## src/rtl/calc1.sv

```systemverilog
// calc1: four-port 32-bit unsigned calculator.
// Each port runs its own request FSM (IDLE -> OP2 -> PEND -> EXEC -> RESP).
// The ports share one add/subtract unit and one shift unit. Each unit grants
// one pending port per cycle, lowest port number first.
module calc1 (
    input  logic        c_clk,
    input  logic [1:7]  reset,
    input  logic [0:3]  req1_cmd_in,
    input  logic [0:31] req1_data_in,
    input  logic [0:3]  req2_cmd_in,
    input  logic [0:31] req2_data_in,
    input  logic [0:3]  req3_cmd_in,
    input  logic [0:31] req3_data_in,
    input  logic [0:3]  req4_cmd_in,
    input  logic [0:31] req4_data_in,
    output logic [0:31] out_data1,
    output logic [0:1]  out_resp1,
    output logic [0:31] out_data2,
    output logic [0:1]  out_resp2,
    output logic [0:31] out_data3,
    output logic [0:1]  out_resp3,
    output logic [0:31] out_data4,
    output logic [0:1]  out_resp4
);

    localparam logic [3:0] CMD_NOP = 4'd0;
    localparam logic [3:0] CMD_ADD = 4'd1;
    localparam logic [3:0] CMD_SUB = 4'd2;
    localparam logic [3:0] CMD_SHL = 4'd5;
    localparam logic [3:0] CMD_SHR = 4'd6;

    localparam logic [1:0] RESP_NONE = 2'd0;
    localparam logic [1:0] RESP_OK   = 2'd1;
    localparam logic [1:0] RESP_OVF  = 2'd2;
    localparam logic [1:0] RESP_INV  = 2'd3;

    typedef enum logic [2:0] {
        ST_IDLE,
        ST_OP2,
        ST_PEND,
        ST_EXEC,
        ST_RESP
    } state_t;

    // Only the first reset bit is functional; the rest may legitimately be X.
    logic srst;
    logic unused_reset;
    assign srst         = reset[1];
    assign unused_reset = ^reset[2:7];

    // Per-port views of the flat port list, indexed 0..3 for ports 1..4.
    logic [3:0]  cmd_in  [4];
    logic [31:0] data_in [4];
    logic [31:0] op1_arr [4];
    logic [31:0] op2_arr [4];
    logic [3:0]  opc_arr [4];
    logic [31:0] dout_arr[4];
    logic [1:0]  resp_arr[4];

    assign cmd_in[0]  = req1_cmd_in;
    assign cmd_in[1]  = req2_cmd_in;
    assign cmd_in[2]  = req3_cmd_in;
    assign cmd_in[3]  = req4_cmd_in;
    assign data_in[0] = req1_data_in;
    assign data_in[1] = req2_data_in;
    assign data_in[2] = req3_data_in;
    assign data_in[3] = req4_data_in;

    assign out_data1 = dout_arr[0];
    assign out_data2 = dout_arr[1];
    assign out_data3 = dout_arr[2];
    assign out_data4 = dout_arr[3];
    assign out_resp1 = resp_arr[0];
    assign out_resp2 = resp_arr[1];
    assign out_resp3 = resp_arr[2];
    assign out_resp4 = resp_arr[3];

    // Pending / executing flags per unit, one bit per port.
    logic [3:0] pend_as;
    logic [3:0] pend_sh;
    logic [3:0] exec_as;
    logic [3:0] exec_sh;
    logic [3:0] grant_as;
    logic [3:0] grant_sh;

    // Fixed priority: isolate the lowest set bit of each pending vector.
    assign grant_as = pend_as & (~pend_as + 4'd1);
    assign grant_sh = pend_sh & (~pend_sh + 4'd1);

    // Shared unit results, consumed by whichever port sits in EXEC.
    logic [31:0] as_a;
    logic [31:0] as_b;
    logic        as_sub;
    logic [32:0] as_sum;
    logic [1:0]  as_resp_d;
    logic [31:0] as_data_d;
    logic [31:0] sh_a;
    logic [4:0]  sh_amt;
    logic        sh_left;
    logic [31:0] sh_data_d;

    // Add/subtract unit: operand mux from the executing port, then compute.
    always_comb begin
        as_a   = 32'd0;
        as_b   = 32'd0;
        as_sub = 1'b0;
        for (int i = 0; i < 4; i++) begin
            if (exec_as[i]) begin
                as_a   = op1_arr[i];
                as_b   = op2_arr[i];
                as_sub = (opc_arr[i] == CMD_SUB);
            end
        end
        as_sum    = {1'b0, as_a} + {1'b0, as_b};
        as_resp_d = RESP_OK;
        as_data_d = as_sum[31:0];
        if (as_sub) begin
            if (as_b > as_a) begin
                as_resp_d = RESP_OVF;
                as_data_d = 32'hFFFF_FFFF;
            end else begin
                as_data_d = as_a - as_b;
            end
        end else if (as_sum[32]) begin
            as_resp_d = RESP_OVF;
            as_data_d = 32'hFFFF_FFFF;
        end
    end

    // Shift unit: amount is the low five bits of op2, zero fill, never overflows.
    always_comb begin
        sh_a    = 32'd0;
        sh_amt  = 5'd0;
        sh_left = 1'b0;
        for (int i = 0; i < 4; i++) begin
            if (exec_sh[i]) begin
                sh_a    = op1_arr[i];
                sh_amt  = op2_arr[i][4:0];
                sh_left = (opc_arr[i] == CMD_SHL);
            end
        end
        sh_data_d = sh_left ? (sh_a << sh_amt) : (sh_a >> sh_amt);
    end

    genvar gi;
    generate
        for (gi = 0; gi < 4; gi++) begin : g_port
            state_t      state_q;
            logic [3:0]  cmd_q;
            logic [31:0] op1_q;
            logic [31:0] op2_q;
            logic [31:0] data_q;
            logic [1:0]  resp_q;
            logic        is_as;
            logic        is_sh;

            assign is_as = (cmd_q == CMD_ADD) || (cmd_q == CMD_SUB);
            assign is_sh = (cmd_q == CMD_SHL) || (cmd_q == CMD_SHR);

            assign pend_as[gi] = (state_q == ST_PEND) && is_as;
            assign pend_sh[gi] = (state_q == ST_PEND) && is_sh;
            assign exec_as[gi] = (state_q == ST_EXEC) && is_as;
            assign exec_sh[gi] = (state_q == ST_EXEC) && is_sh;

            assign op1_arr[gi]  = op1_q;
            assign op2_arr[gi]  = op2_q;
            assign opc_arr[gi]  = cmd_q;
            assign dout_arr[gi] = data_q;
            assign resp_arr[gi] = resp_q;

            // Request FSM with registered response; response defaults to none so it lasts one cycle.
            always_ff @(posedge c_clk) begin
                if (srst) begin
                    state_q <= ST_IDLE;
                    cmd_q   <= CMD_NOP;
                    op1_q   <= 32'd0;
                    op2_q   <= 32'd0;
                    data_q  <= 32'd0;
                    resp_q  <= RESP_NONE;
                end else begin
                    data_q <= 32'd0;
                    resp_q <= RESP_NONE;
                    case (state_q)
                        ST_IDLE: begin
                            if (cmd_in[gi] != CMD_NOP) begin
                                cmd_q   <= cmd_in[gi];
                                op1_q   <= data_in[gi];
                                state_q <= ST_OP2;
                            end
                        end
                        ST_OP2: begin
                            op2_q   <= data_in[gi];
                            state_q <= ST_PEND;
                        end
                        ST_PEND: begin
                            if (!is_as && !is_sh) begin
                                resp_q  <= RESP_INV;
                                state_q <= ST_RESP;
                            end else if ((is_as && grant_as[gi]) || (is_sh && grant_sh[gi])) begin
                                state_q <= ST_EXEC;
                            end
                        end
                        ST_EXEC: begin
                            if (is_as) begin
                                resp_q <= as_resp_d;
                                data_q <= as_data_d;
                            end else begin
                                resp_q <= RESP_OK;
                                data_q <= sh_data_d;
                            end
                            state_q <= ST_RESP;
                        end
                        ST_RESP: begin
                            state_q <= ST_IDLE;
                        end
                        default: begin
                            state_q <= ST_IDLE;
                        end
                    endcase
                end
            end
        end
    endgenerate

endmodule

```

## config.mk

```make
export PLATFORM = sky130hd
export DESIGN_NAME = calc1
export DESIGN_NICKNAME = d
export VERILOG_FILES = /design/src/rtl/calc1.sv
export SDC_FILE = /design/constraint.sdc
export NUM_CORES = 1
export LEC_CHECK = 0
export CAP_MARGIN = 20
export CORE_ASPECT_RATIO = 1.75
export CORE_MARGIN = 10
export CORE_UTILIZATION = 40
export DETAILED_ROUTE_END_ITERATION = 7
export PLACE_DENSITY_LB_ADDON = 0.15
export SYNTH_ARGS = -nofsm -noshare
export SYNTH_HDL_FRONTEND = slang
export SYNTH_SLANG_ARGS = --single-unit
```

## constraint.sdc

```tcl
create_clock -name c_clk -period 6.08 [get_ports c_clk]
set_input_delay 1.216 -clock c_clk [delete_from_list [all_inputs] [get_ports c_clk]]
set_output_delay 1.216 -clock c_clk [all_outputs]
set_load 0.05 [all_outputs]
```

; Yosys cells after proc, flatten, opt, wreduce, memory -nomap -nowiden
; Cells that the tools add are included.
; W data, S select, Z words.
[classes]
add_sub_neg = 4
n_mul = 0
n_div = 0
magnitude_cmp = 1
n_eq_ne = 36
shift = 2
muxes = 63
bitwise_logic = 8
n_reduce_logical = 68
[ops]
columns = op, n
row1 = $mux W32, 20
row2 = $pmux W3 S4, 4
row3 = $mux W3, 12
row4 = $add A32 B32 Y33, 1
row5 = $eq A4 B3 Y1 const B, 8
row6 = $gt A32 B32 Y1, 1
row7 = $shl A32 B5 Y32, 1
row8 = $shr A32 B5 Y32, 1
row9 = $sub A32 B32 Y32, 1
row10 = $logic_and A1 B1 Y1, 28
row11 = $eq A3 B2 Y1 const B, 8
row12 = $mux W2, 11
row13 = $mux W5, 4
row14 = $eq A4 B1 Y1 const B, 4
row15 = $eq A4 B2 Y1 const B, 4
row16 = $pmux W2 S2, 4
row17 = $reduce_and A2 Y1, 8
row18 = $reduce_bool A4 Y1, 4
row19 = $eq A3 B1 Y1 const B, 4
row20 = $logic_not A3 Y1, 4
row21 = $logic_or A1 B1 Y1, 12
row22 = $ne A3 B1 Y1 const B, 4
row23 = $add A4 B1 Y4 const B, 2
row24 = $and A4 B4 Y4, 2
row25 = 6 further kinds, 30
[word_totals]
register_bits = 420
latchBits = 0
ram_bits = 0
mem_bits_ro = 0
input_bits = 152
out_inout_bits = 136
memories = 0

; Logic depth before layout (Yosys ltp)
[depth]
word_depth = 12
depth_mapped = 26
depth_no_buf = 21

; Least setup slack after synthesis
; No wires, ideal clock.
[synth_path]
kind = flip-flop to flip-flop
from = register g_port[0].cmd_q[2]
to = register g_port[1].data_q[14] (netlist: out_data2[17])
setup_ns = 0.059
arrival_time_ns = 5.566
required_time_ns = 6.021
path_slack_ns = 0.455
path_stages_with_launch = 26
path_buffers = 6
period_less_slack_ns = 5.625
path_cell_list = dfxtp_1 > clkbuf_1 > clkbuf_1 > clkbuf_1 > or3_1 > nor3_1 > clkbuf_1 > a221o_1 > o21ai_0 > o21ai_0 > ha_1 > inv_1 > fa_1 > nor2b_1 > o211ai_1 > a211o_1 > a31o_2 > o211a_1 > o21ai_1 > a21oi_1 > or2_0 > clkbuf_1 > buf_2 > o22ai_1 > o21ai_0 > o211a_1
[synth_between]
elab_chain_len = 11
[synth_lines]
columns = element, line_no
row1 = from (decl), 149  ; logic [3:0] cmd_q;
row2 = from (signal assigned), 186  ; cmd_q <= cmd_in[gi];
row3 = $eq A4 B1 Y1 or $eq A4 B2 Y1 (tied branches), "157, 111"
row4 = $logic_or A1 B1 Y1, 157  ; assign is_as = (cmd_q == CMD_ADD) || (cmd_q == CMD_SUB);
row5 = $logic_and A1 B1 Y1, 162  ; assign exec_as[gi] = (state_q == ST_EXEC) && is_as;
row6 = $mux W32 (4 in series), 108  ; if (exec_as[i]) begin
row7 = "$add A32 B32 Y33, or another cell as far along", 114  ; as_sum = {1'b0, as_a} + {1'b0, as_b};
row8 = "$mux W32, on equally long branches", "124, 118"
row9 = $mux W32, 117  ; if (as_sub) begin
row10 = $mux W32 (*), 204  ; if (is_as) begin
row11 = to (signal assigned), 206  ; data_q <= as_data_d;
row12 = to (signal assigned), 209  ; data_q <= sh_data_d;
row13 = to (decl), 152  ; logic [31:0] data_q;
; Every way passes the cells marked *; elsewhere a longest branch is shown, timed or not.
; A chain may end at the register's enable or synchronous reset.

; Worst setup path in the final report
[layout_path]
from = register g_port[1].state_q[2]
to = register g_port[0].data_q[16] (netlist: out_data1[15])
[layout_between]
elab_chain_len = 9
[layout_lines]
columns = element, line_no
row1 = from (decl), 148  ; state_t state_q;
row2 = from (signal assigned), 174  ; state_q <= ST_IDLE;
row3 = from (signal assigned), 188  ; state_q <= ST_OP2;
row4 = from (signal assigned), 193  ; state_q <= ST_PEND;
row5 = $eq A3 B2 Y1 (*), "162, 163"
row6 = $logic_and A1 B1 Y1, 162
row7 = $mux W32 (3 in series), 108
row8 = "$add A32 B32 Y33, or another cell as far along", 114
row9 = "$mux W32, on equally long branches", "124, 118"
row10 = $mux W32, 117
row11 = $mux W32 (*), 204
row12 = to (signal assigned), 206
row13 = to (signal assigned), 209
row14 = to (decl), 152
; Marks and branches as above.

==> impl_metrics.ini <==
[die]
die_x_um = 211.9
pin_count = 288
chipHeight_um = 355.9
core-area_mm2 = 0.06402
fp-row-count = 123
dieArea_mm2 = 0.07541
start_util_pct = 40.27

[global_route]
grt_max_degree = 198
antenna_found_initial = 1
grt_use_total_pct = 29.26
gr-total-overflow = 0
grt_pass1_vias = 25700
grt_pass1_wl_um = 168700

[yosys]
synth.yosys.seq_area_share_pct = 32.61
synthDistinctLibCells = 108
synth.yosys.warnings = 0
synth_edf_count = 0
netlist_area_mm2 = 0.02578
syn_avg_cell_area_um2 = 7.628
yosys.area.top_type = dfxtp_1
synthFlopType = dfxtp_1
synth.net_count = 3598
async_reset_ff_share_pct = 0
synth.area.top_cells = dfxtp_1, nand2_1, a21oi_1
syn_inst = 3380
synth_top_area_share_pct = 32.61
yosys_register_bits = 420

[finish]
synthToLayoutAreaGrowth_pct = 20.22
multi_input_area_mm2 = 0.01589
final_cells = 4394
area.sequential_mm2 = 0.008408
fin_area_mm2 = 0.03100
layout_common_cells = nand2_1, dfxtp_1, a21oi_1
fillerInstances = 6354
drive_gt1_share_pct = 10.50
final_common_cell = nand2_1
layout.nets = 3770
antenna_cells = 0

[critical_path]
cp-end-kind = flip-flop
crit_path_top_delay_cell = a221oi_1
slowest_delay_ps = 460
criticalPathCategory = flip-flop to flip-flop
critPathTopFamily = compound AO/OA/AOI/OAI gates
path_buf_inv = 4
critical_path.startpoint_type = flip-flop
worstPathArrival_ps = 6290
path_max_fanout = 40
cp.required_ps = 6570
crit_chain = nand3b_1, nor4b_4, nor3_2, buf_12, a221oi_1, nor2_1, mux2_2, ha_1, nor3_1, inv_1, a211o_1, a31o_2, o211a_1, o21ai_1, a21oi_1, or2_0, buf_12, o21ai_0, o21ai_0, buf_4, o211a_1

[sta]
fmax_mhz = 172.5
tightest_slew_ps = 1101
whs_ps = 452.7
setup_viol = 0
finalMaxSlewViolations = 0
hold_viol_final = 0
fin_crit_ps = 5798
slew_headroom_pct = 26.59
period_share_pct = 95.36
skew_ps = 25.80
finalSetupTns_ps = 0

[flow_run]
drv_cap = 0

[power]
peakVddDrop_mv = 0.2596
power_mw = 7.923
p_leak_nw = 12.07
power_density_mw_per_mm2 = 255.6

[outcome]
status = finished, violations left
failed_checks = DRC

[route]
ant_nets = 0
drtIter0Drc = 2434
vias = 26510
drt-total-wl_um = 114100
via_per_inst = 6.033
drc_errors = 2
routedWlPerCell_um = 25.97
first_pass_iters = 8

[clock_network]
clk-insertion-delay-late_ps = 610
cts_max_level = 2
cts_buffers = 42
postCtsSetupRepairBufs = 0
holdBufCountCts = 0
clk_pin_slew_ps = 70
cts.sinks = 420
cts_tree = yes
cts_root_buffer = clkbuf_16
clockBufferDepth = 3

[placement]
placed_cell_area_mm2 = 0.02959
dp_hpwl_um = 89580
placed_cells = 4320
io_buffers = 281
place_congestion = 0.9804

[worst_hold_path]
min_path_type = flip-flop to flip-flop
[worst paths after layout]
| path | from | cells after the start | end | slack [ps] |
|---|---|---|---|---|
| min | g_port[3].op2_q[13]$_SDFFE_PP0P_ | 2 | g_port[3].op2_q[13]$_SDFFE_PP0P_ | 450 |
| max reg2reg | g_port[1].state_q[2]$_SDFFE_PP0P_ | 21 | out_data1[15]$_SDFF_PP0_ | 280 |
| max | g_port[1].state_q[2]$_SDFFE_PP0P_ | 21 | out_data1[15]$_SDFF_PP0_ | 280 |
| min reg2reg | g_port[3].op2_q[13]$_SDFFE_PP0P_ | 2 | g_port[3].op2_q[13]$_SDFFE_PP0P_ | 450 |
[worst min-delay path: stages (launching register included)]
cell and delay [ps]:
dfxtp_1 300, nand2_1 50, a21oi_1 50
[cell usage after synthesis, types with 19 or more instances]
library cell	n
nand2_1	742
dfxtp_1	420
a21oi_1	368
nor2_1	243
clkbuf_1	210
o21ai_0	176
mux2i_1	90
inv_1	76
nand4_1	74
ha_1	64
mux2_2	57
o211a_1	56
buf_2	50
o21a_1	50
o211ai_1	49
nor3_1	46
a211oi_1	42
a22oi_1	42
a221o_1	37
a221oi_1	36
nand3_1	36
o22ai_1	29
mux4_2	23
a31oi_1	19
[final cells by class]
type	instances	share of cell area [%]
multi-input cells	2591	51.27
flip-flops and latches	420	27.13
repair buffers	420	12.94
clock buffers	56	3.790
well taps	812	3.278
inverters	77	0.9325
clock inverters	18	0.6660
[layer usage]
metal | wire length [um] | up-vias | part of all wire, % | track usage [%]
li1 | - | 12440 | - | -
met1 | 43630 | 12700 | 38 | 33.58
met2 | 55840 | 1136 | 49 | 50.19
met3 | 7025 | 231 | 6.2 | 4.199
met4 | 7628 | 0 | 6.7 | 17.99
met5 | 0 | - | 0 | 0
[cell families (layout without fill, tap and decap cells)]
group                    after synthesis  in the layout  share of synthesized area, %
buffers and inverters                369            571                         6.183
multiplexers                         174            174                         8.265
AO/OA/AOI/OAI                       1074           1074                         28.04
XOR/XNOR                              11             11                        0.4611
adder cells (fa/ha/maj)               66             66                         3.261
flip-flops                           420            420                         32.61
AND/OR/NAND/NOR                     1266           1266                         21.18
[metrics by stage]
| step | worst slack [ps] | utilization [%] |
|---|---|---|
| final | 282.2 | 48.42 |
| after floorplan | 455.0 | - |
| after global routing | -6.341 | 48.42 |
| after global placement | -46.97 | 46.22 |
| after detailed placement | -71.56 | 46.22 |
| after CTS | 119.9 | 48.38 |
[state kept, by name (all words and copies together) (netlist names)]
| signal | count |
|---|---|
| out_resp1 | 2 |
| out_data3 | 32 |
| g_port.op1_q | 128 |
| out_resp4 | 2 |
| out_data1 | 32 |
| out_resp2 | 2 |
| out_data4 | 32 |
| g_port.op2_q | 128 |
| out_resp3 | 2 |
| g_port.state_q | 12 |
| g_port.cmd_q | 16 |
| out_data2 | 32 |
[where the power goes]
group	internal, mW	switching, mW	total, mW
sequential	2.99	0.189	3.18
combinational	0.666	1.40	2.07
clock	1.50	1.17	2.67
total	5.16	2.76	7.92
[timing repair]
| action | 4_1_cts | 5_1_grt |
|---|---|---|
| setup endpoints to repair | 4 | 28 |
| gates cloned | 0 | 0 |
| resized for setup | 1 | 8 |
Power figures use the tool's default switching activity.
